==> config.mk <==
export PLATFORM = sky130hd
export DESIGN_NAME = nibble_serial_adder_flat
export DESIGN_NICKNAME = d
export VERILOG_FILES = /design/src/rtl/nibble_serial_adder_if.sv /design/src/rtl/nibble_serial_adder.sv /design/src/flat_wrapper.sv
export SDC_FILE = /design/constraint.sdc
export NUM_CORES = 1
export LEC_CHECK = 0
export BUFFER_PORTS_ARGS = -buffer_cell sky130_fd_sc_hd__buf_4
export CAP_MARGIN = 20
export CORE_AREA = 2 2 83 85
export DETAILED_ROUTE_END_ITERATION = 16
export DIE_AREA = 0 0 85 87
export PLACE_DENSITY = 0.88
export SKIP_LAST_GASP = 1
export SYNTH_ARGS = -nofsm -noshare
export SYNTH_HDL_FRONTEND = slang
export SYNTH_SLANG_ARGS = --single-unit
==> constraint.sdc <==
create_clock -name clk -period 3.7 [get_ports clk]
set_input_delay 0.74 -clock clk [delete_from_list [all_inputs] [get_ports clk]]
set_output_delay 0.74 -clock clk [all_outputs]
set_load 0.05 [all_outputs]
==> src/rtl/nibble_serial_adder_if.sv <==
// Start/busy/done handshake bundle for the nibble-serial adder.
// The master drives a request and operands; the slave returns status and the registered result.
interface nibble_serial_adder_if #(
  parameter int WIDTH = 16
) ();
  // Handshake: start is sampled on a rising edge only while the slave is idle or in its done cycle;
  // busy stays high from the accepting edge until the completion edge, and done is a one-cycle pulse
  // that marks sum/carry_out/overflow as newly valid. A start seen while busy is dropped.
  logic             start;
  logic [WIDTH-1:0] a;
  logic [WIDTH-1:0] b;
  logic             carry_in;
  logic             busy;
  logic             done;
  logic [WIDTH-1:0] sum;
  logic             carry_out;
  logic             overflow;

  modport master (
    output start, a, b, carry_in,
    input  busy, done, sum, carry_out, overflow
  );

  modport slave (
    input  start, a, b, carry_in,
    output busy, done, sum, carry_out, overflow
  );
endinterface

==> src/rtl/nibble_serial_adder.sv <==
// WIDTH-bit adder that reuses a single 4-bit ripple-carry slice, one nibble per clock,
// LSB nibble first, with the carry registered between nibbles.
module nibble_serial_adder #(
  parameter int WIDTH = 16
) (
  input  logic                  clk,
  input  logic                  rst_n,
  nibble_serial_adder_if.slave  bus,
  output logic [1:0]            state_dbg
);

  localparam int NIBBLES = WIDTH / 4;
  localparam int IDX_W   = (NIBBLES > 1) ? $clog2(NIBBLES) : 1;
  localparam logic [IDX_W-1:0] LAST_IDX = IDX_W'(NIBBLES - 1);

  generate
    if ((WIDTH % 4) != 0 || WIDTH < 4) begin : g_bad_width
      $error("nibble_serial_adder: WIDTH must be a multiple of 4 and at least 4");
    end
  endgenerate

  typedef enum logic [1:0] {
    IDLE = 2'd0,
    RUN  = 2'd1,
    DONE = 2'd2
  } state_t;

  state_t           state;
  logic [WIDTH-1:0] a_q;
  logic [WIDTH-1:0] b_q;
  logic             carry_q;
  logic [IDX_W-1:0] idx;
  logic [WIDTH-1:0] work;

  logic             busy_q;
  logic             done_q;
  logic [WIDTH-1:0] sum_q;
  logic             carry_out_q;
  logic             overflow_q;

  logic [3:0]       nib_a;
  logic [3:0]       nib_b;
  logic [3:0]       slice_sum;
  logic [4:0]       rc;
  logic [WIDTH-1:0] work_next;

  // rc[3] is the carry into the slice MSB; on the last nibble that is the carry into bit WIDTH-1.
  always_comb begin
    nib_a     = a_q[{idx, 2'b00} +: 4];
    nib_b     = b_q[{idx, 2'b00} +: 4];
    slice_sum = '0;
    rc        = '0;
    rc[0]     = carry_q;
    for (int i = 0; i < 4; i++) begin
      slice_sum[i] = nib_a[i] ^ nib_b[i] ^ rc[i];
      rc[i+1]      = (nib_a[i] & nib_b[i]) | (rc[i] & (nib_a[i] ^ nib_b[i]));
    end
  end

  always_comb begin
    work_next                     = work;
    work_next[{idx, 2'b00} +: 4]  = slice_sum;
  end

  always_ff @(posedge clk or negedge rst_n) begin
    if (!rst_n) begin
      state       <= IDLE;
      a_q         <= '0;
      b_q         <= '0;
      carry_q     <= 1'b0;
      idx         <= '0;
      work        <= '0;
      busy_q      <= 1'b0;
      done_q      <= 1'b0;
      sum_q       <= '0;
      carry_out_q <= 1'b0;
      overflow_q  <= 1'b0;
    end else begin
      case (state)
        IDLE: begin
          done_q <= 1'b0;
          if (bus.start) begin
            a_q     <= bus.a;
            b_q     <= bus.b;
            carry_q <= bus.carry_in;
            idx     <= '0;
            work    <= '0;
            busy_q  <= 1'b1;
            state   <= RUN;
          end
        end
        RUN: begin
          work    <= work_next;
          carry_q <= rc[4];
          idx     <= idx + IDX_W'(1);
          if (idx == LAST_IDX) begin
            state       <= DONE;
            busy_q      <= 1'b0;
            done_q      <= 1'b1;
            sum_q       <= work_next;
            carry_out_q <= rc[4];
            overflow_q  <= rc[3] ^ rc[4];
          end
        end
        DONE: begin
          done_q <= 1'b0;
          // Accepting here gives back-to-back operation without an IDLE cycle.
          if (bus.start) begin
            a_q     <= bus.a;
            b_q     <= bus.b;
            carry_q <= bus.carry_in;
            idx     <= '0;
            work    <= '0;
            busy_q  <= 1'b1;
            state   <= RUN;
          end else begin
            state <= IDLE;
          end
        end
        default: begin
          state  <= IDLE;
          busy_q <= 1'b0;
          done_q <= 1'b0;
        end
      endcase
    end
  end

  assign bus.busy      = busy_q;
  assign bus.done      = done_q;
  assign bus.sum       = sum_q;
  assign bus.carry_out = carry_out_q;
  assign bus.overflow  = overflow_q;
  assign state_dbg     = state;

endmodule

==> src/flat_wrapper.sv <==
// flat-port wrapper written by rule: the top's interface ports become plain ports
module nibble_serial_adder_flat 
#(
  parameter int WIDTH = 16
)
  (clk, rst_n, state_dbg, bus_start, bus_a, bus_b, bus_carry_in, bus_busy, bus_done, bus_sum, bus_carry_out, bus_overflow);
  nibble_serial_adder_if #(.WIDTH(WIDTH)) bus_i ();
  input  logic clk;
  input  logic rst_n;
  output logic [1:0] state_dbg;
  input wire logic [$bits(bus_i.start)-1:0] bus_start;
  input wire logic [$bits(bus_i.a)-1:0] bus_a;
  input wire logic [$bits(bus_i.b)-1:0] bus_b;
  input wire logic [$bits(bus_i.carry_in)-1:0] bus_carry_in;
  output wire logic [$bits(bus_i.busy)-1:0] bus_busy;
  output wire logic [$bits(bus_i.done)-1:0] bus_done;
  output wire logic [$bits(bus_i.sum)-1:0] bus_sum;
  output wire logic [$bits(bus_i.carry_out)-1:0] bus_carry_out;
  output wire logic [$bits(bus_i.overflow)-1:0] bus_overflow;
  assign bus_i.start = bus_start;
  assign bus_i.a = bus_a;
  assign bus_i.b = bus_b;
  assign bus_i.carry_in = bus_carry_in;
  assign bus_busy = bus_i.busy;
  assign bus_done = bus_i.done;
  assign bus_sum = bus_i.sum;
  assign bus_carry_out = bus_i.carry_out;
  assign bus_overflow = bus_i.overflow;
  nibble_serial_adder #(.WIDTH(WIDTH)) u_core (.clk(clk), .rst_n(rst_n), .bus(bus_i), .state_dbg(state_dbg));
endmodule
==> summary.txt <==
Yosys
  – Post-Syn Area per Cell: 10.57 um2
  – Synthesis-stage register bit count: 73
  – Largest family of logic cells by synthesized area: simple AND/OR/NAND/NOR gates
  – Synth cell types: 35
  – Adder-Cell Fraction of Synth Area: 4.436%
  – Yosys warns: 0
  – Synth Area in Compound Gates: 11.16%
  – Post-Syn Nets: 377
  – Synth top area cells: dfrtp_1 (52%), nand2_1 (11%), mux4_2 (4.5%)
  – Area leader, netlist: dfrtp_1
  – Primary FF master, synth: dfrtp_1
  – Async SR Flop Fraction: 100.0%
  – Synth top area share: 52.24%
  – XOR/XNOR share of the synthesized area: 0.2504%
  – Mux cell area share after synthesis: 6.190%
  – Mapped Area: 0.003497 mm2
  – Post-synthesis simple-gate area fraction: 20.29%
  – Post-synthesis sequential area ratio: 52.24%
  – Number of flops mapped to enable cells by yosys: 0
  – Synthesized instance count: 331

Worst hold path
  – Hold Path Cell Cnt: 2
  – Hold Crit Endpoint: u_core.a_q[11]
  – Worst hold start: u_core.a_q[11]
  – Hold Path Class: flip-flop to flip-flop

STA
  – Hold slack: 0.4805 ns
  – Measured slew at the worst slew-check pin: 0.8763 ns
  – Slew Limit Fails: 0
  – Setup TNS: 0 ns
  – Setup violators final: 0
  – Fin. Hold Viols: 0
  – Post-layout min period: 3.279 ns
  – Worst Setup Slack, final: 0.4215 ns
  – Relative slew margins: 41.58%
  – Final Skew: 0.009525 ns
  – Fmax: 305.0 MHz
  – Tcrit/Tclk final: 88.61%
  – RSZ-0062 raised after global routing: false

Global routing
  – Vias in the first global route: 2589
  – GRT overflow: 0
  – First-pass GRT wire length: 12.47 mm
  – Initial antenna violation count: 0
  – Overall routing resource usage: 21.95%
  – Largest net degree at the start of global routing: 74

Setup path
  – CP Class: flip-flop to flip-flop
  – Critical path's slowest cell: fa_1
  – Worst r2r src: u_core.idx[0]
  – Critical Path Source Type: flip-flop
  – WP buf/inv: 3
  – Critical Path End Type: flip-flop
  – Crit path required time: 3.97 ns
  – Crit path max-delay family: adder cells
  – CP max stage delay: 0.66 ns
  – Critical path cell sequence: buf_4 > mux4_2 > fa_1 > inv_1 > fa_1 > inv_1 > fa_1 > a21oi_1 > a21oi_1
  – Crit path top cell by count: fa_1
  – Worst Path Arrival: 3.55 ns
  – RR Endpoint: u_core.bus.sum[3]
  – Worst Path Max Fanout: 13
  – Reg2Reg Depth: 9
  – R2R setup slack: 0.42 ns

Pwr
  – Leakage power total: 2.019 nW
  – P per Cell Area: 1116 mW/mm2
  – Peak supply drop: 0.6895 mV

Clocking
  – TritonCTS clock tree: yes
  – Clock Path Buffers: 2
  – Total CTS buffers: 9
  – Post-CTS Setup Bufs: 0
  – CTS clk-pin slew, worst paths: 0.08 ns
  – Worst skew pair latency: 0.36 ns
  – H-tree depth: 3
  – CTS Hold Bufs: 0
  – CTS Sinks: 73
  – Root Driver: clkbuf_8
  – Post-CTS Resized: 0

Placement
  – Placed Cells: 450
  – Final HPWL DP: 5.269 mm
  – Count of input and output buffers: 57
  – DP Worst Slack: 0.4878 ns
  – GP Congestion: 0.8116

Finish
  – Seq. cell area: 0.001827 mm2
  – Nets: 428
  – Layout cell share with drive strength beyond 1: 26.61%
  – Post-Route Utilization: 63.26%
  – # diodes: 0
  – Area of the multi-input gates: 0.001483 mm2
  – Layout area overhead: 18.82%
  – Non-filler cells, final: 467
  – Fillcell total: 539

Job
  – Max-cap violations: 0

Die
  – I/O pins: 58
  – Starting density of the core: 53.24%
  – # rows: 30
  – Core area: 0.006569 mm2
  – Chip height: 87 um
  – Horiz. Die Dim: 85 um
  – Die ar.: 0.007395 mm2

Route
  – Final WL: 7.427 mm
  – Starting DRT DRC Count: 118
  – DR vias/cell: 5.522
  – Pre-antenna DRT Iters: 4
  – Post-route DRC violation count: 0
  – Per-cell routed wire length: 15.90 um
  – Detailed-route via count: 2579
  – DRT antenna net count: 0

Outcome
  – Run status: completed
## layer usage
metal	vias to the layer above	wire length, um	GRT usage, %	part of all wire [%]
li1	1211	-	-	-
met4	0	146	9.957	2.0
met2	69	3900	37.50	53
met3	12	305	3.981	4.1
met5	-	0	0	0
met1	1287	3074	27.35	41
## synthesized netlist by cell type, types with 4 or more instances
library cell  count
a32o_1            8
a21oi_2           4
nor2b_1          10
nor2_2            5
a21oi_1          17
nor2_1           17
mux4_2            7
a22o_1            8
inv_1            10
nand2b_1         18
buf_2            12
nand2_1          98
a31oi_2           4
dfrtp_1          73
fa_1              4
ha_1              6
## placed cells by master, fill, tap and decap left out
cell type and count:
and4bb_1 2, a21oi_1 17, mux2_2 2, nor2b_2 1
and4b_1 1, buf_8 1, a211oi_1 1, clkinvlp_4 2
a31oi_4 1, a22o_1 8, nand2_1 98, clkbuf_8 9
and3b_1 1, nor2_2 5, fa_1 4, a32o_1 8
clkinv_4 1, a31oi_2 4, and4bb_2 1, and2b_4 1
mux2i_1 1, mux4_1 1, nor2_1 17, nor2b_1 9
bufinv_16 3, inv_1 10, xnor2_1 1, dfrtp_1 73
buf_4 60, o31ai_1 1, mux4_2 7, ha_1 6
a31oi_1 3, a21oi_2 4, o21ai_0 3, nand2b_1 18
nand3_1 1, clkinv_2 1
## stage by stage
step | area [um2] | power, mW
after CTS | 4140 | 4.638
final | 4155 | 4.636
after global routing | 4155 | 4.938
after detailed placement | 3897 | 3.874
after floorplan | 3497 | 3.218
after global placement | 3897 | 3.751
## layout make-up
class | instances | share of cell area, %
flip-flops and latches | 73 | 43.96
multi-input cells | 227 | 35.68
repair buffers | 61 | 11.20
clock buffers | 9 | 2.981
clock inverters | 7 | 2.861
well taps | 80 | 2.409
inverters | 10 | 0.9033
## kinds of logic after synthesis
group,Yosys count
buffers and inverters,31
and+or+nand+nor,155
xor gates and xnor gates,1
adders and majority gates,10
DFF,73
muxes,11
AOI/OAI and AO/OA,50
## sequential cells by signal, summed over array words and instances, names as in the netlist, 2 cells and up
signal,count
u_core.state_dbg,2
u_core.idx,2
u_core.work,16
u_core.a_q,16
u_core.b_q,16
u_core.bus.sum,16
## worst max path at each step
stage                               to  cells after the start          start  slack, ns
floorplan           u_core.bus.sum[11]                     13  u_core.idx[0]       0.67
global placement    u_core.bus.sum[15]                      9  u_core.idx[0]       0.64
detailed placement  u_core.bus.sum[15]                      9  u_core.idx[0]       0.49
CTS                  u_core.bus.sum[3]                      9  u_core.idx[0]       0.42
global route         u_core.bus.sum[3]                      9  u_core.idx[0]       0.24
finish               u_core.bus.sum[3]                      9  u_core.idx[0]       0.42
## tightest hold or removal path: cells and delay by family (launching register included)
family	cells	cell delay, ns
flip-flops	1	0.34
AND/OR/NAND/NOR	2	0.12
## power by group
part	leakage [nW]	switching, mW	total [mW]	internal [mW]
Clock	0.115	0.307	0.754	0.447
Combinational	0.985	1.48	2.44	0.952
Sequential	0.918	0.280	1.45	1.17
Note: power is estimated with default switching activity, not from simulation.
